### src/rtl/wm_pkg.sv
// Shared definitions for the washing-machine blocks: the settings stage, this
// run-time sequencer and the machine top level.
//   WM_MIN_W  width of one per-phase minute count
//   WM_TOT_W  width of the whole-cycle minute count
//   WM_PH_*   3-bit phase encoding seen on the phase output
package wm_pkg;
    localparam int WM_MIN_W = 5;
    localparam int WM_TOT_W = 8;

    localparam logic [2:0] WM_PH_IDLE   = 3'd0;
    localparam logic [2:0] WM_PH_FILL   = 3'd1;
    localparam logic [2:0] WM_PH_WASH   = 3'd2;
    localparam logic [2:0] WM_PH_DRAIN1 = 3'd3;
    localparam logic [2:0] WM_PH_RINSE  = 3'd4;
    localparam logic [2:0] WM_PH_DRAIN2 = 3'd5;
    localparam logic [2:0] WM_PH_SPIN   = 3'd6;
    localparam logic [2:0] WM_PH_DONE   = 3'd7;

    typedef enum logic [2:0] {
        ST_IDLE   = WM_PH_IDLE,
        ST_FILL   = WM_PH_FILL,
        ST_WASH   = WM_PH_WASH,
        ST_DRAIN1 = WM_PH_DRAIN1,
        ST_RINSE  = WM_PH_RINSE,
        ST_DRAIN2 = WM_PH_DRAIN2,
        ST_SPIN   = WM_PH_SPIN,
        ST_DONE   = WM_PH_DONE
    } wm_phase_e;
endpackage

### src/rtl/wm_cycle_sequencer_if.sv
// Bundle between the cycle sequencer and its controller.
//   master: drives start/pause/abort/door_closed and the three minute settings,
//           observes phase, counters, status and actuator enables.
//   slave : the sequencer side (directions reversed).
interface wm_cycle_sequencer_if;
    import wm_pkg::*;

    logic                start;
    logic                pause;
    logic                abort;
    logic                door_closed;
    logic [WM_MIN_W-1:0] wash_min;
    logic [WM_MIN_W-1:0] rinse_min;
    logic [WM_MIN_W-1:0] spin_min;

    logic [2:0]          phase;
    logic [WM_MIN_W-1:0] phase_left;
    logic [WM_TOT_W-1:0] total_left;
    logic                busy;
    logic                done;
    logic                valve_in;
    logic                drum_motor;
    logic                pump;
    logic                spin_motor;
    logic                door_lock;

    modport master (
        output start, pause, abort, door_closed, wash_min, rinse_min, spin_min,
        input  phase, phase_left, total_left, busy, done,
               valve_in, drum_motor, pump, spin_motor, door_lock
    );

    modport slave (
        input  start, pause, abort, door_closed, wash_min, rinse_min, spin_min,
        output phase, phase_left, total_left, busy, done,
               valve_in, drum_motor, pump, spin_motor, door_lock
    );
endinterface

### src/rtl/wm_minute_tick.sv
// Minute prescaler: counts 0..TICKS_PER_MIN-1 and flags the last count.
//   clk, rst_n : clock, asynchronous active-low reset
//   clr        : force the count back to 0 (wins over hold)
//   hold       : freeze the count and suppress tick
//   tick       : high during the cycle whose rising edge ends a minute
module wm_minute_tick #(
    parameter int TICKS_PER_MIN = 60
) (
    input  logic clk,
    input  logic rst_n,
    input  logic clr,
    input  logic hold,
    output logic tick
);
    localparam int CNT_W = $clog2(TICKS_PER_MIN);
    localparam logic [CNT_W-1:0] LAST = CNT_W'(TICKS_PER_MIN - 1);

    logic [CNT_W-1:0] count_reg;

    always_ff @(posedge clk or negedge rst_n) begin
        if (!rst_n) begin
            count_reg <= '0;
        end else if (clr) begin
            count_reg <= '0;
        end else if (!hold) begin
            count_reg <= (count_reg == LAST) ? '0 : count_reg + 1'b1;
        end
    end

    assign tick = (count_reg == LAST) && !hold;
endmodule

### src/rtl/wm_cycle_sequencer.sv
// Washing-machine run-time sequencer. Latches the wash/rinse/spin minutes on
// start and steps FILL->WASH->DRAIN1->RINSE->DRAIN2->SPIN->DONE on minute
// ticks, skipping zero-length phases, while counting down phase and total
// minutes.
//   clk, rst_n : clock, asynchronous active-low reset
//   bus        : wm_cycle_sequencer_if.slave (controls, settings, status,
//                actuator enables)
module wm_cycle_sequencer
    import wm_pkg::*;
#(
    parameter int TICKS_PER_MIN = 60,
    parameter int FILL_MIN      = 2,
    parameter int DRAIN_MIN     = 1
) (
    input  logic                 clk,
    input  logic                 rst_n,
    wm_cycle_sequencer_if.slave  bus
);
    localparam logic [WM_MIN_W-1:0] FILL_LEN  = WM_MIN_W'(FILL_MIN);
    localparam logic [WM_MIN_W-1:0] DRAIN_LEN = WM_MIN_W'(DRAIN_MIN);
    localparam logic [WM_TOT_W-1:0] FIXED_TOT = WM_TOT_W'(FILL_MIN + 2 * DRAIN_MIN);

    wm_phase_e           phase_reg, phase_next, adv_phase;
    logic [WM_MIN_W-1:0] phase_left_reg, phase_left_next, adv_left;
    logic [WM_TOT_W-1:0] total_left_reg, total_left_next;
    logic [WM_MIN_W-1:0] wash_reg, wash_next, rinse_reg, rinse_next, spin_reg, spin_next;
    logic                valve_reg, valve_next, drum_reg, drum_next;
    logic                pump_reg, pump_next, spin_motor_reg, spin_motor_next;
    logic                busy_w, kill_w, hold_w, tick_w;

    assign busy_w = (phase_reg != ST_IDLE) && (phase_reg != ST_DONE);
    // Abort or an opened door beats pause; pause only matters mid-cycle.
    assign kill_w = busy_w && (bus.abort || !bus.door_closed);
    assign hold_w = busy_w && bus.pause && !kill_w;

    // Prescaler is kept cleared outside the cycle, so it starts from 0 on accept.
    wm_minute_tick #(.TICKS_PER_MIN(TICKS_PER_MIN)) u_tick (
        .clk   (clk),
        .rst_n (rst_n),
        .clr   (!busy_w || kill_w),
        .hold  (bus.pause),
        .tick  (tick_w)
    );

    // Next non-empty phase after the current one, and its length.
    always_comb begin
        adv_phase = ST_DONE;
        unique case (phase_reg)
            ST_FILL:   adv_phase = (wash_reg  != '0) ? ST_WASH  : ST_DRAIN1;
            ST_WASH:   adv_phase = ST_DRAIN1;
            ST_DRAIN1: adv_phase = (rinse_reg != '0) ? ST_RINSE : ST_DRAIN2;
            ST_RINSE:  adv_phase = ST_DRAIN2;
            ST_DRAIN2: adv_phase = (spin_reg  != '0) ? ST_SPIN  : ST_DONE;
            default:   adv_phase = ST_DONE;
        endcase
        adv_left = '0;
        unique case (adv_phase)
            ST_WASH:              adv_left = wash_reg;
            ST_DRAIN1, ST_DRAIN2: adv_left = DRAIN_LEN;
            ST_RINSE:             adv_left = rinse_reg;
            ST_SPIN:              adv_left = spin_reg;
            default:              adv_left = '0;
        endcase
    end

    always_comb begin
        phase_next      = phase_reg;
        phase_left_next = phase_left_reg;
        total_left_next = total_left_reg;
        wash_next       = wash_reg;
        rinse_next      = rinse_reg;
        spin_next       = spin_reg;

        if (kill_w) begin
            phase_next      = ST_IDLE;
            phase_left_next = '0;
            total_left_next = '0;
        end else if (hold_w) begin
            // everything holds
        end else if (busy_w && tick_w) begin
            total_left_next = total_left_reg - 1'b1;
            if (phase_left_reg == WM_MIN_W'(1)) begin
                phase_next      = adv_phase;
                phase_left_next = adv_left;
            end else begin
                phase_left_next = phase_left_reg - 1'b1;
            end
        end else if (phase_reg == ST_DONE) begin
            phase_next      = ST_IDLE;
            phase_left_next = '0;
            total_left_next = '0;
        end else if (phase_reg == ST_IDLE && bus.start && bus.door_closed && !bus.abort) begin
            wash_next       = bus.wash_min;
            rinse_next      = bus.rinse_min;
            spin_next       = bus.spin_min;
            phase_next      = ST_FILL;
            phase_left_next = FILL_LEN;
            total_left_next = FIXED_TOT + WM_TOT_W'(bus.wash_min)
                            + WM_TOT_W'(bus.rinse_min) + WM_TOT_W'(bus.spin_min);
        end

        // Actuators are registered from the next phase so they never glitch;
        // a paused edge turns them all off for the following cycle.
        valve_next      = !hold_w && (phase_next == ST_FILL);
        drum_next       = !hold_w && (phase_next == ST_WASH || phase_next == ST_RINSE);
        pump_next       = !hold_w && (phase_next == ST_DRAIN1 || phase_next == ST_DRAIN2
                                      || phase_next == ST_SPIN);
        spin_motor_next = !hold_w && (phase_next == ST_SPIN);
    end

    always_ff @(posedge clk or negedge rst_n) begin
        if (!rst_n) begin
            phase_reg      <= ST_IDLE;
            phase_left_reg <= '0;
            total_left_reg <= '0;
            wash_reg       <= '0;
            rinse_reg      <= '0;
            spin_reg       <= '0;
            valve_reg      <= 1'b0;
            drum_reg       <= 1'b0;
            pump_reg       <= 1'b0;
            spin_motor_reg <= 1'b0;
        end else begin
            phase_reg      <= phase_next;
            phase_left_reg <= phase_left_next;
            total_left_reg <= total_left_next;
            wash_reg       <= wash_next;
            rinse_reg      <= rinse_next;
            spin_reg       <= spin_next;
            valve_reg      <= valve_next;
            drum_reg       <= drum_next;
            pump_reg       <= pump_next;
            spin_motor_reg <= spin_motor_next;
        end
    end

    assign bus.phase      = phase_reg;
    assign bus.phase_left = phase_left_reg;
    assign bus.total_left = total_left_reg;
    assign bus.busy       = busy_w;
    assign bus.done       = (phase_reg == ST_DONE);
    assign bus.door_lock  = busy_w;
    assign bus.valve_in   = valve_reg;
    assign bus.drum_motor = drum_reg;
    assign bus.pump       = pump_reg;
    assign bus.spin_motor = spin_motor_reg;
endmodule
### src/flat_wrapper.sv
// flat-port wrapper written by rule: the top's interface ports become plain ports
module wm_cycle_sequencer_flat import wm_pkg::*;
#(
    parameter int TICKS_PER_MIN = 60,
    parameter int FILL_MIN      = 2,
    parameter int DRAIN_MIN     = 1
)
  (clk, rst_n, bus_start, bus_pause, bus_abort, bus_door_closed, bus_wash_min, bus_rinse_min, bus_spin_min, bus_phase, bus_phase_left, bus_total_left, bus_busy, bus_done, bus_valve_in, bus_drum_motor, bus_pump, bus_spin_motor, bus_door_lock);
  wm_cycle_sequencer_if bus_i ();
  input  logic clk;
  input  logic rst_n;
  input wire logic [$bits(bus_i.start)-1:0] bus_start;
  input wire logic [$bits(bus_i.pause)-1:0] bus_pause;
  input wire logic [$bits(bus_i.abort)-1:0] bus_abort;
  input wire logic [$bits(bus_i.door_closed)-1:0] bus_door_closed;
  input wire logic [$bits(bus_i.wash_min)-1:0] bus_wash_min;
  input wire logic [$bits(bus_i.rinse_min)-1:0] bus_rinse_min;
  input wire logic [$bits(bus_i.spin_min)-1:0] bus_spin_min;
  output wire logic [$bits(bus_i.phase)-1:0] bus_phase;
  output wire logic [$bits(bus_i.phase_left)-1:0] bus_phase_left;
  output wire logic [$bits(bus_i.total_left)-1:0] bus_total_left;
  output wire logic [$bits(bus_i.busy)-1:0] bus_busy;
  output wire logic [$bits(bus_i.done)-1:0] bus_done;
  output wire logic [$bits(bus_i.valve_in)-1:0] bus_valve_in;
  output wire logic [$bits(bus_i.drum_motor)-1:0] bus_drum_motor;
  output wire logic [$bits(bus_i.pump)-1:0] bus_pump;
  output wire logic [$bits(bus_i.spin_motor)-1:0] bus_spin_motor;
  output wire logic [$bits(bus_i.door_lock)-1:0] bus_door_lock;
  assign bus_i.start = bus_start;
  assign bus_i.pause = bus_pause;
  assign bus_i.abort = bus_abort;
  assign bus_i.door_closed = bus_door_closed;
  assign bus_i.wash_min = bus_wash_min;
  assign bus_i.rinse_min = bus_rinse_min;
  assign bus_i.spin_min = bus_spin_min;
  assign bus_phase = bus_i.phase;
  assign bus_phase_left = bus_i.phase_left;
  assign bus_total_left = bus_i.total_left;
  assign bus_busy = bus_i.busy;
  assign bus_done = bus_i.done;
  assign bus_valve_in = bus_i.valve_in;
  assign bus_drum_motor = bus_i.drum_motor;
  assign bus_pump = bus_i.pump;
  assign bus_spin_motor = bus_i.spin_motor;
  assign bus_door_lock = bus_i.door_lock;
  wm_cycle_sequencer #(.TICKS_PER_MIN(TICKS_PER_MIN), .FILL_MIN(FILL_MIN), .DRAIN_MIN(DRAIN_MIN)) u_core (.clk(clk), .rst_n(rst_n), .bus(bus_i));
endmodule
### config.mk
export PLATFORM = sky130hd
export DESIGN_NAME = wm_cycle_sequencer_flat
export DESIGN_NICKNAME = d
export VERILOG_FILES = /design/src/rtl/wm_pkg.sv /design/src/rtl/wm_cycle_sequencer_if.sv /design/src/rtl/wm_minute_tick.sv /design/src/rtl/wm_cycle_sequencer.sv /design/src/flat_wrapper.sv
export SDC_FILE = /design/constraint.sdc
export NUM_CORES = 1
export LEC_CHECK = 0
export CAP_MARGIN = 10
export CORE_UTILIZATION = 50
export CTS_CLUSTER_DIAMETER = 30
export DETAILED_ROUTE_END_ITERATION = 8
export PLACE_DENSITY = 0.73
export SLEW_MARGIN = 20
export SYNTH_ARGS = -nofsm -noshare
export SYNTH_HDL_FRONTEND = slang
export SYNTH_HIERARCHICAL = 1
export SYNTH_SLANG_ARGS = --single-unit
### constraint.sdc
create_clock -name clk -period 3.5 [get_ports clk]
set_clock_uncertainty 0.1 [all_clocks]
set_input_delay 1.05 -clock clk [delete_from_list [all_inputs] [get_ports clk]]
set_output_delay 1.05 -clock clk [all_outputs]
set_load 0.05 [all_outputs]
==> flow_summary.yaml <==
outcome:
  run_status: "complete, no violations"
critical_path:
  required_ns: 3.64
  path_cells: "clkdlybuf4s50_1 > inv_1 > ha_1 > inv_1 > fa_2 > ha_4 > inv_2 > fa_2 > nor2b_1 > o21ai_1 > nand2b_1 > a21oi_1 > a41oi_1 > o22a_1"
  timing.critical_path.max_delay_family: "adder cells"
  rr_endpoint: "u_core/bus.phase_left[1]"
  cp_arrival_ns: 3.60
  largest_stage_delay_on_the_critical_path_ns: 0.55
  timing.critical_path.to_type: "register"
  setup.worst_path.class: "in -> reg"
  critical_path_peak_fanout: 2
  worstReg2RegStart: "u_core/bus.phase[1]"
  critical_path_buf_inv_count: 4
  reg2reg_slack_ns: 0.93
  critPathLaunchType: "input pin"
  slowest_stage: "sky130_fd_sc_hd__fa_2"
  reg2regPathDepth: 8
die:
  initial_utilization: 0.5347
  core_region_area_sq_um: 5270
  num_rows: 26
  num_ports: 44
  die_area_sq_um: 5940
  die_h_microns: 77.07
  die_width_microns: 77.07
routing:
  detail_route.vias_per_cell: 5.905
  routed_wire_length_per_instance_microns: 15.98
  routed-via-count: 2427
  final_antenna_net_count: 0
  finalWirelength_microns: 6567
  remaining_drc_errors: 0
  drt_iter0_drc: 187
  drt_pass1_iterations: 4
sta:
  min_period_ns: 3.464
  timing.fmax_ghz: 0.2887
  slew_headroom: 0.3917
  hold_violations: 0
  final_slew_viol_count: 0
  min_period_over_period: 0.9896
  setup_viol: 0
  worstMarginPinSlew_ns: 0.9125
finish:
  max_ffs_per_register: 8
  layout-drive-gt1-share: 0.1906
  num_antenna_cells: 0
  mostFrequentLayoutCell: "sky130_fd_sc_hd__dfrtp_1"
  nets: 381
  layout_common_cells: "41 x sky130_fd_sc_hd__dfrtp_1, 36 x sky130_fd_sc_hd__clkdlybuf4s50_1, 27 x sky130_fd_sc_hd__nor2_1"
  areaGrowthSynthToFinish_pct: 25.36
  finalNonFillerCells: 411
power:
  power-per-cell-area_nw_per_um2: 635.1
  ir_drop_v: 0.0003029
  total_power_mw: 2.243
  leakage_nw: 1.544
logic_synthesis:
  asyncSetResetFlopFracSynth: 1.000
  post_synth_inst_count: 284
  dominantRegCellSynth: "sky130_fd_sc_hd__dfrtp_1"
  synth_area_sq_um: 2818
  synth-simple-area-share: 0.2078
  netlist-cell-type-count: 63
  synth_enable_flop_cells: 0
  synth_top_family_by_area: "simple AND/OR/NAND/NOR gates"
  yosys.area_share.adder: 0.1004
  yosys_warnings: 6
  synth_xor_xnor_area_share: 0.02487
  post_synthesis_compound_gate_area_fraction: 0.1847
  multiplexer_share_of_the_synthesized_area: 0.07327
  synth_seq_cells: 41
  synth_sequential_area_ratio: 0.3641
  syn_avg_cell_area_sq_um: 9.921
  number_of_nets_produced_by_synthesis: 324
clocking:
  cts_root_buffer: "sky130_fd_sc_hd__clkbuf_8"
  cts-hold-fix-buffers: 0
  cts_tree: "done"
  total_number_of_clock_tree_sinks: 41
  worst_skew_late_latency_ns: 0.30
  cts_made_buffers: 5
  clkTransAtPathRegs_ns: 0.08
  clock_tree.htree_level_count: 2
  clock_tree.buffer_depth: 2
global_routing:
  grt_busiest_layer: "met2"
  globalRouteTotalUtil: 0.2365
  number_of_global_route_vias_before_repair: 2272
  grt_first_pass_wirelength_microns: 10920
  groute.layer.met1.usage: 0.3282
  gr-usage-met2: 0.3705
  grt_overflow: 0
  largest_net_degree_at_the_start_of_global_routing: 42
  grt_antenna_before_repair: 0
  met3_usage_grt: 0.04405
flow_run:
  max_cap_viol_count: 0
hold_path:
  hold_path.class: "reg -> reg"
  holdPathStages: 1
  worstHoldStart: "u_core/bus.total_left[7]"
  whs_endpoint: "u_core/bus.total_left[7]"
placement:
  port_buffers: 43
  place.detailed.hpwl_microns: 4950
  gp_routability_congestion: 0.8680
  dp.cells: 404
-- report_power, final --
part           total, mW  switching (mW)  internal (mW)  leakage, nW
registers          0.750           0.138          0.612        0.521
logic               1.17           0.672          0.500        0.979
clock network      0.321           0.164          0.157       0.0443
total               2.24           0.974           1.27         1.54
-- how the worst max path moves through the flow --
stage / start / end / slack, ns / depth (start not counted)
floorplan: bus_wash_min[1] / u_core/bus.total_left[6] / 0.20 / 11
finish: bus_rinse_min[2] / u_core/bus.total_left[6] / 0.04 / 14
global placement: bus_wash_min[1] / u_core/bus.total_left[6] / -0.34 / 12
CTS: bus_wash_min[1] / u_core/bus.total_left[6] / 0.008 / 12
global route: bus_rinse_min[2] / u_core/bus.total_left[6] / -0.02 / 14
detailed placement: bus_wash_min[1] / u_core/bus.total_left[6] / -0.42 / 12
-- worst reg2reg max path, delay by kind of cell, from the launching register on --
family	cells	cell delay, ns
buf+inv	2	0.28
mux	1	0.26
fa+ha+maj	1	0.40
flops	1	0.37
simple gates	1	0.07
compound gates	3	0.99
-- cells by family (layout without fill, tap and decap cells) --
group                      count (synthesis)  count (layout)
muxes                                     19              19
and+or+nand+nor                          102             102
xor gates and xnor gates                   8               8
DFF                                       41              41
adders and majority gates                 19              19
AOI/OAI and AO/OA                         69              69
buffers and inverters                     26              83
-- per-layer routing --
metal / wire (microns) / up-vias
met4: 106 / 0
met2: 3138 / 70
li1: - / 1157
met3: 292 / 10
met5: 0 / -
met1: 3030 / 1190
-- synthesized netlist by cell type, types with 3 or more instances --
library cell                instances  share of area
sky130_fd_sc_hd__o21ai_0           15          0.027
sky130_fd_sc_hd__nand4_1            4         0.0089
sky130_fd_sc_hd__fa_1               6          0.043
sky130_fd_sc_hd__dfrtp_1           41           0.36
sky130_fd_sc_hd__nand2b_1           4         0.0089
sky130_fd_sc_hd__a21oi_1           14          0.025
sky130_fd_sc_hd__nor2_1            28          0.037
sky130_fd_sc_hd__clkbuf_1           3         0.0040
sky130_fd_sc_hd__nor3_1            11          0.020
sky130_fd_sc_hd__nand2_1           16          0.021
sky130_fd_sc_hd__inv_1             16          0.021
sky130_fd_sc_hd__a2bb2oi_1          4          0.012
sky130_fd_sc_hd__nor3b_1            3         0.0080
sky130_fd_sc_hd__a31oi_1            4         0.0089
sky130_fd_sc_hd__nor2b_1            5          0.011
sky130_fd_sc_hd__nand3_1            6          0.011
sky130_fd_sc_hd__o22a_1             4          0.012
sky130_fd_sc_hd__mux2i_1            6          0.021
sky130_fd_sc_hd__xnor2_1            6          0.019
sky130_fd_sc_hd__ha_1              13          0.058
sky130_fd_sc_hd__a221oi_1           3         0.0093
sky130_fd_sc_hd__mux2_2            13          0.052
sky130_fd_sc_hd__a221o_1            3          0.011
sky130_fd_sc_hd__buf_6              3          0.012
sky130_fd_sc_hd__nand3b_1           3         0.0080
-- area by class of cell --
| cell class | instances | area, sq um |
|---|---|---|
| Tap cell | 70 | 87.58 |
| Clock buffer | 7 | 86.33 |
| Fill cell | 453 | 1738 |
| Multi-Input combinational cell | 217 | 1704 |
| Timing Repair Buffer | 60 | 568.0 |
| Sequential cell | 41 | 1026 |
| Inverter | 16 | 60.06 |
-- stage by stage --
stage / TNS, ns / setup slack (ns) / cell area, sq um / utilization / hold slack, ns
finish: 0 / 0.03625 / 3532 / 0.6702 / 0.4084
global route: -0.01818 / -0.01818 / 3532 / 0.6702 / 0.4406
CTS: 0 / 0.007844 / 3486 / 0.6614 / 0.4308
detailed placement: -1.391 / -0.4195 / 3395 / 0.6441 / 0.4141
global placement: -1.205 / -0.3431 / 3395 / 0.6441 / 0.3698
floorplan: 0 / 0.1963 / 2820 / - / 0.3642
-- timing repair --
| action | in CTS | in global routing |
|---|---|---|
| setup buffers | 0 | 0 |
| endpoints found under the setup margin | 3 | 4 |
| gates resized for setup | 2 | 14 |
| pin swaps | 0 | 11 |
(Power assumes the default switching activity.)
